[src/rtl/iq_avg_bram_capture_ctrl.sv]
// Arm/trigger capture controller: streams averaged IQ words into BRAM port A
// from address 0 up to a latched last address, with registered port outputs.
module iq_avg_bram_capture_ctrl #(
  parameter int ADDR_W = 10,
  parameter int DATA_W = 32
) (
  input  logic              clk,
  input  logic              rst_n,
  input  logic              arm,
  input  logic              abort,
  input  logic              trig,
  input  logic              din_valid,
  input  logic [DATA_W-1:0] din,
  input  logic [ADDR_W-1:0] last_addr,
  output logic              bram_we,
  output logic              bram_en_a,
  output logic [ADDR_W-1:0] bram_addr,
  output logic [DATA_W-1:0] bram_wr_data,
  output logic              busy,
  output logic              done,
  output logic [ADDR_W:0]   wr_count
);

  typedef enum logic [1:0] {S_IDLE, S_ARMED, S_CAPTURE, S_DONE} state_t;

  state_t              state_q, state_d;
  logic [ADDR_W-1:0]   ptr_q, ptr_d;
  logic [ADDR_W-1:0]   last_q, last_d;
  logic [ADDR_W:0]     cnt_q, cnt_d;
  logic                we_q, we_d;
  logic [ADDR_W-1:0]   addr_q, addr_d;
  logic [DATA_W-1:0]   data_q, data_d;
  logic                busy_q, busy_d;
  logic                done_q, done_d;
  logic                accept;

  always_comb begin
    state_d = state_q;
    ptr_d   = ptr_q;
    last_d  = last_q;
    cnt_d   = cnt_q;
    we_d    = 1'b0;
    addr_d  = addr_q;
    data_d  = data_q;
    accept  = 1'b0;
    if (abort) begin
      // abort wins over everything; the count of the aborted capture is kept
      state_d = S_IDLE;
    end else begin
      case (state_q)
        S_IDLE, S_DONE: if (arm) begin
          state_d = S_ARMED;
          ptr_d   = '0;
          cnt_d   = '0;
          last_d  = last_addr;
        end
        S_ARMED: if (trig) begin
          state_d = S_CAPTURE;
          accept  = din_valid;
        end
        S_CAPTURE: accept = din_valid;
        default: ;
      endcase
    end
    if (accept) begin
      we_d   = 1'b1;
      addr_d = ptr_q;
      data_d = din;
      ptr_d  = ptr_q + 1'b1;
      cnt_d  = cnt_q + 1'b1;
      // stopping on the last address keeps the pointer from ever wrapping
      if (ptr_q == last_q) state_d = S_DONE;
    end
    busy_d = (state_d == S_ARMED) || (state_d == S_CAPTURE);
    done_d = (state_d == S_DONE);
  end

  always_ff @(posedge clk or negedge rst_n) begin
    if (!rst_n) begin
      state_q <= S_IDLE;
      ptr_q   <= '0;
      last_q  <= '0;
      cnt_q   <= '0;
      we_q    <= 1'b0;
      addr_q  <= '0;
      data_q  <= '0;
      busy_q  <= 1'b0;
      done_q  <= 1'b0;
    end else begin
      state_q <= state_d;
      ptr_q   <= ptr_d;
      last_q  <= last_d;
      cnt_q   <= cnt_d;
      we_q    <= we_d;
      addr_q  <= addr_d;
      data_q  <= data_d;
      busy_q  <= busy_d;
      done_q  <= done_d;
    end
  end

  assign bram_we      = we_q;
  assign bram_en_a    = we_q;
  assign bram_addr    = addr_q;
  assign bram_wr_data = data_q;
  assign busy         = busy_q;
  assign done         = done_q;
  assign wr_count     = cnt_q;

endmodule
[config.mk]
export PLATFORM = sky130hd
export DESIGN_NAME = iq_avg_bram_capture_ctrl
export DESIGN_NICKNAME = d
export VERILOG_FILES = /design/src/rtl/iq_avg_bram_capture_ctrl.sv
export SDC_FILE = /design/constraint.sdc
export NUM_CORES = 1
export LEC_CHECK = 0
export ABC_AREA = 1
export BUFFER_PORTS_ARGS = -buffer_cell sky130_fd_sc_hd__buf_4
export CAP_MARGIN = 25
export CORE_MARGIN = 5
export CORE_UTILIZATION = 55
export DETAILED_ROUTE_END_ITERATION = 8
export PLACE_DENSITY = 0.84
export SYNTH_ARGS = -nofsm -noshare
export SYNTH_HDL_FRONTEND = slang
export SYNTH_SLANG_ARGS = --single-unit
[constraint.sdc]
create_clock -name clk -period 5.2 [get_ports clk]
set_input_delay 0.78 -clock clk [delete_from_list [all_inputs] [get_ports clk]]
set_output_delay 0.78 -clock clk [all_outputs]
set_load 0.1 [all_outputs]
==> impl_metrics.csv, run 1 <==
group,metric,value,unit
run_status,outcome,"finished, final reports clean",
sta,tightest_slew,0.763,ns
worst_hold_path,hold_path.class,"primary input to async pin",
worst_setup_path,path_max_fanout,63,
grt,grt_max_degree,79,
clock_tree,cts_setup_buffers,0,
logic_synthesis,ys_types,22,
worst_setup_path,cp_data_required_time,5.46,ns
grt,grt_pass1_wl,14400,µm
worst_setup_path,worstReg2RegStart,"state_q[0]$_DFF_PN0_",
power_and_ir_drop,seqPwrFrac,30.2,%
logic_synthesis,synth_top_area_share,55.1,%
logic_synthesis,synth_edf_count,0,
clock_tree,ctsResizeCount,0,
logic_synthesis,synthFlopType,"dfrtp_1",
power_and_ir_drop,p_switching,1.50,mW
worst_setup_path,reg2reg_depth,8,
sta,setup_viol,0,
logic_synthesis,synth_nets,500,
clock_tree,root_buffer,"clkbuf_8",
final_layout,synthToLayoutAreaGrowth,29.6,%
grt,antenna_found_initial,0,
worst_setup_path,cp-end-kind,"flip-flop",
sta,fin_ws,2.67,ns
logic_synthesis,ys_ff_latch,78,
floorplan,fp.dieW,90.2,µm
power_and_ir_drop,p_comb_share,52.2,%
logic_synthesis,synth_most_common_cell,"nand2_1",
sta,rsz0062_at_grt,"false",
clock_tree,htree_levels,3,
final_layout,drive_gt1_share,22.6,%
routing,routed_via_density,5.06,
clock_tree,ctsLongestPathBuffers,2,
power_and_ir_drop,peakVddDrop,0.635,mV
power_and_ir_drop,p_leak,2.50,nW
grt,grt_overflow,0,
placement,hpwlAfterDp,6060,µm
floorplan,start_util,56.1,%
power_and_ir_drop,clkPwrFrac,17.6,%
clock_tree,cts_hold_buffers,0,
clock_tree,cts_sinks,78,
sta,finalHoldViolations,0,
floorplan,rows,29,
routing,drc,0,
placement,place_congestion,0.849,
sta,clock.fmax,395,MHz
logic_synthesis,synth_area,3540,µm²
power_and_ir_drop,cellInternalPower,1.32,mW
clock_tree,cts_buffers,9,
worst_setup_path,critical_path_class,"flip-flop to flip-flop",
sta,fin_crit,2.53,ns
sta,skew,0.00731,ns
final_layout,diodes,0,
routing,dr.pass1.iters,5,
flow_run,maxCapViolations,0,
final_layout,final_net_count,602,
worst_setup_path,critPathLaunchType,"flip-flop",
sta,final.setup.tns,0,ns
logic_synthesis,syn_inst,447,
logic_synthesis,yosys_warnings,0,
routing,drt-total-wl,8580,µm
logic_synthesis,synth_top_cell_by_area,"dfrtp_1",
grt,grt_pass1_vias,3050,
routing,drtIter0Drc,195,
sta,max_slew_margin,49.1,%
clock_tree,clock_latency,0.34,ns
logic_synthesis,ys_top_cells_by_area,"dfrtp_1 55%, nand2_1 22%, o21ai_0 5.1%, inv_1 4.2%, nor2_1 2.9%",
floorplan,die_area,8140,µm²
routing,ant_nets,0,
sta,drv_slew,0,
logic_synthesis,async_reset_ff_share,100,%
worst_setup_path,r2r_end,"ptr_q[6]$_DFFE_PN0P_",
clock_tree,clk_pin_slew,0.08,ns
power_and_ir_drop,p_per_area,614,nW/µm²
logic_synthesis,yosysSeqAreaShare,55.1,%
worst_setup_path,reg2reg_setup_slack,2.67,ns
routing,vias,3190,
logic_synthesis,avgSynthCellArea,7.92,µm²
clock_tree,cts_tree,"yes",
floorplan,core,6310,µm²
sta,period_share,48.7,%
routing,wl_per_cell,13.6,µm
grt,grt.total_usage,21.3,%
floorplan,die_h,90.2,µm
placement,place_ws,2.64,ns
logic_synthesis,synthTopCellsByCount,"203 x nand2_1, 78 x dfrtp_1, 40 x inv_1, 36 x o21ai_0, 27 x nor2_1",
placement,port_buffers,104,
floorplan,pin_count,105,
power_and_ir_drop,switching_share,53.2,%
worst_setup_path,arrival,2.80,ns
==> flip-flops by register name, summed over array words and instances (netlist names) <==
name          count
wr_count         11
state_q           2
last_q           10
busy              1
bram_en_a         1
bram_wr_data     32
done              1
bram_addr        10
ptr_q            10
==> power by group through the flow <==
stage	Sequential, mW	Combinational (mW)	Clock (mW)
2_1_floorplan	1.81	0.177	0
3_3_place_gp	0.857	1.45	0
3_5_place_dp	0.859	1.47	0
4_1_cts	0.849	1.48	0.508
5_1_grt	0.867	1.53	0.531
6_report	0.850	1.47	0.497
==> worst max-delay path by stage <==
stage	startpoint	end	slack [ns]
final	state_q[0]$_DFF_PN0_	ptr_q[6]$_DFFE_PN0P_	2.67
after global routing	state_q[0]$_DFF_PN0_	ptr_q[6]$_DFFE_PN0P_	2.52
after CTS	state_q[0]$_DFF_PN0_	ptr_q[6]$_DFFE_PN0P_	2.72
after detailed placement	trig	wr_count[8]$_DFFE_PN0P_	2.64
after global placement	abort	ptr_q[6]$_DFFE_PN0P_	2.71
after floorplan	bram_en_a$_DFF_PN0_	bram_we	3.10
==> layout by cell type, fill, tap and decap left out <==
master,count
ha_1,5
dfrtp_1,78
buf_16,1
clkinv_2,2
nor2_1,27
buf_4,105
o22ai_1,1
o21ai_0,36
a21oi_1,5
nand3_1,19
clkinv_1,1
nand2_1,203
clkbuf_8,10
nand4_1,5
inv_1,40
o21ai_1,1
inv_2,1
nor3_1,3
o21bai_1,1
clkinvlp_4,2
xnor2_1,2
bufinv_16,2
nand3b_1,2
nand3_2,2
==> metrics by stage <==
| step | area, µm² | hold WS, ns | power (mW) | std cells | utilization [%] |
|---|---|---|---|---|---|
| finish | 4590 | 0.237 | 2.82 | 631 | 72.7 |
| global placement | 4340 | 0.463 | 2.31 | 614 | 68.7 |
| CTS | 4560 | 0.487 | 2.83 | 630 | 72.2 |
| detailed placement | 4340 | 0.466 | 2.33 | 614 | 68.7 |
| floorplan | 3540 | 0.469 | 1.99 | 447 | - |
| global route | 4590 | 0.227 | 2.92 | 631 | 72.7 |
==> logic make-up (layout without fill, tap and decap cells) <==
kind of cell    after synthesis  in the layout  synth area share (%)
xor+xnor                      2              2                 0.495
flops                        78             78                  55.1
compound gates               44             44                  6.33
buf+inv                      57            164                  6.89
fa+ha+maj                     5              5                  1.77
simple gates                261            261                  29.4
==> critical path: stages, from the launching register on <==
cell	delay, ns
dfrtp_1	0.41
inv_1	0.08
ha_1	0.35
nor2_1	0.16
nand3_2	0.08
buf_4	0.31
inv_2	0.65
o21ai_0	0.20
o21ai_1	0.16
==> cell type report <==
class	instances	area (µm²)
Inverter	42	158
Sequential cell	78	1950
Timing Repair Buffer	106	816
Fill cell	498	1730
Clock inverter	6	85.1
Multi-Input combinational cell	312	1340
Tap cell	77	96.3
Clock buffer	10	138
==> per-layer routing <==
| metal | wire, µm | GRT usage, % | share of wire (%) | vias to the layer above |
|---|---|---|---|---|
| met5 | 0 | 0 | 0 | - |
| met4 | 215 | 9.80 | 2.5 | 0 |
| met1 | 3590 | 27.3 | 42 | 1483 |
| li1 | - | - | - | 1591 |
| met2 | 4250 | 34.5 | 50 | 99 |
| met3 | 515 | 4.76 | 6.0 | 17 |
No activity file was read; power rests on OpenSTA's default activity.
==> inputs of run 2 (changes only) <==
- CORE_UTILIZATION: 55 -> 46
- PLACE_DENSITY: 0.84 -> 0.75
- clock period: 5.2 -> 2.25 ns (I/O delays scaled with it)
==> run 2 against run 1 <==
  * Sequential share of layout area is 0.68 points lower
  * Global-route usage shrank 3.0 points
  * Via count shrank 0.41%
  * Non-clock buffer count is 4 higher
  * Die area rose by 17%
  * Utilization decreased by 11 points
  * Combinational power grew 130%
  * Largest power group unchanged
  * Highest routed layer unchanged
==> impl_metrics.csv, run 2 (same netlist as run 1, synthesis figures left out) <==
group,metric,value,unit
sta,drv_slew,0,
clock_tree,clock_latency,0.35,ns
floorplan,rows,32,
sta,setup_viol,0,
sta,final.setup.tns,0,ns
routing,drt-total-wl,8540,µm
flow_run,maxCapViolations,0,
worst_setup_path,cp_data_required_time,2.48,ns
worst_setup_path,critPathLaunchType,"flip-flop",
grt,grt_max_degree,50,
final_layout,multiInputGateArea,1340,µm²
clock_tree,htree_levels,3,
routing,routed_via_density,4.81,
final_layout,seqCellArea,1950,µm²
clock_tree,cts_setup_buffers,0,
floorplan,start_util,46.5,%
clock_tree,cts_sinks,78,
worst_setup_path,path_max_fanout,5,
grt,grt.total_usage,18.3,%
routing,drc,0,
worst_hold_path,hold-path-endpoint,"bram_wr_data[17]$_DFFE_PN0P_",
worst_setup_path,r2r_end,"busy$_DFF_PN0_",
placement,hpwlAfterDp,6270,µm
floorplan,die_h,97.7,µm
worst_setup_path,arrival,2.08,ns
run_status,outcome,"finished, final reports clean",
sta,clock.fmax,541,MHz
sta,tightest_slew,0.437,ns
final_layout,final_common_cell,"nand2_1",
final_layout,final_net_count,606,
worst_hold_path,hold_path.class,"primary input to flip-flop",
grt,antenna_found_initial,0,
final_layout,largest_reg_flops,32,
worst_setup_path,cp-end-kind,"flip-flop",
worst_setup_path,crit_path_max_incr_delay,0.40,ns
floorplan,core,7610,µm²
grt,grt_pass1_wl,14400,µm
routing,vias,3177,
worst_hold_path,hold_depth,3,
worst_setup_path,critical_path_class,"flip-flop to flip-flop",
power_and_ir_drop,peakVddDrop,0.645,mV
sta,fin_crit,1.85,ns
floorplan,fp.dieW,97.7,µm
sta,period_share,82.2,%
clock_tree,cts_tree,"yes",
clock_tree,root_buffer,"clkbuf_8",
routing,drtIter0Drc,201,
final_layout,drive_gt1_share,22.9,%
floorplan,pin_count,105,
final_layout,diodes,0,
worst_setup_path,crit_slowest_cell,"dfrtp_1",
final_layout,final_cell_mix,"203 x nand2_1, 107 x buf_4, 78 x dfrtp_1",
floorplan,die_area,9550,µm²
placement,place_congestion,0.825,
sta,finalHoldViolations,0,
worst_hold_path,hold_start,"din[17]",
worst_setup_path,path_cells,"inv_1 > ha_1 > nor2_1 > nand3_2 > nor2_1 > nand3_1 > nand2_1 > ha_1",
grt,grt_overflow,0,
power_and_ir_drop,p_leak,2.53,nW
grt,grt_pass1_vias,3063,
routing,ant_nets,0,
sta,rsz0062_at_grt,"false",
clock_tree,cts_buffers,9,
clock_tree,clk_pin_slew,0.09,ns
worst_setup_path,reg2reg_depth,8,
worst_setup_path,crit_start,"state_q[0]$_DFF_PN0_",
power_and_ir_drop,power.total,6.53,mW
sta,skew,0.0124,ns
final_layout,synthToLayoutAreaGrowth,31.7,%
worst_setup_path,worstReg2RegStart,"state_q[0]$_DFF_PN0_",
final_layout,num-fill-cells,685,
routing,dr.pass1.iters,4,
routing,wl_per_cell,12.9,µm
worst_setup_path,reg2reg_setup_slack,0.40,ns
sta,max_slew_margin,70.8,%
power_and_ir_drop,p_per_area,1400,nW/µm²
placement,port_buffers,104,
clock_tree,ctsLongestPathBuffers,2,
-- run 2: changes by cell type in the layout (fill, tap and decap cells not counted), sizes merged --
cell / change
clkinvlp: -1
buf: +3
dlygate4sd3: +1
clkbuf: -1
inv: +3
clkinv: -1
-- run 2: metrics by stage --
stage	utilization [%]	cell area, µm²	worst slack (ns)	hold slack (ns)	cells
after floorplan	-	3540	0.187	0.0419	447
after global placement	58.2	4420	0.480	0.293	643
after detailed placement	58.2	4420	0.407	0.292	643
after CTS	61.3	4660	0.391	0.160	660
after global routing	61.3	4660	0.283	0.166	660
final	61.3	4660	0.400	0.173	660
-- run 2: layout make-up --
type	count	area share [%]
clock buffer	9	2.66
sequential	78	41.9
timing repair buffer	110	18.3
tap	102	2.74
inverter	42	3.38
clock inverter	7	2.25
multi-input combinational	312	28.8
-- run 2: metal layers --
| metal | GRT usage [%] | wire, µm | share of wire (%) | vias up |
|---|---|---|---|---|
| met5 | 0 | 0 | 0 | - |
| met4 | 6.92 | 97 | 1.1 | 0 |
| met3 | 4.09 | 470 | 5.5 | 8 |
| met2 | 29.5 | 4250 | 50 | 96 |
| met1 | 24.3 | 3720 | 44 | 1482 |
| li1 | - | - | - | 1591 |
-- run 2: repair_timing --
item | in CTS | in global routing
endpoints found under the setup margin | 0 | 0
endpoints found under the hold margin | 29 | 0
hold buffers | 1 | 0
resized for setup | 0 | 0
-- run 2: worst max-delay path by stage --
stage / endpoint / slack, ns / cells past startpoint
final: busy$_DFF_PN0_ / 0.40 / 8
after global routing: last_q[0]$_DFFE_PN0P_ / 0.28 / 5
after CTS: busy$_DFF_PN0_ / 0.39 / 8
after detailed placement: busy$_DFF_PN0_ / 0.41 / 8
after global placement: busy$_DFF_PN0_ / 0.48 / 8
after floorplan: wr_count[8]$_DFFE_PN0P_ / 0.19 / 6
-- run 2: power breakdown --
group	internal, mW	switching [mW]	leakage [nW]	total (mW)
combinational	0.642	2.73	1.38	3.37
sequential	1.76	0.203	1.03	1.96
clock	0.642	0.554	0.112	1.20
total	3.04	3.49	2.53	6.53
-- run 2: critical path, delay by kind of cell (launching register included) --
family	cells	cell delay, ns
adders and majority gates	2	0.59
DFF	1	0.40
buffers and inverters	1	0.07
and+or+nand+nor	5	0.66
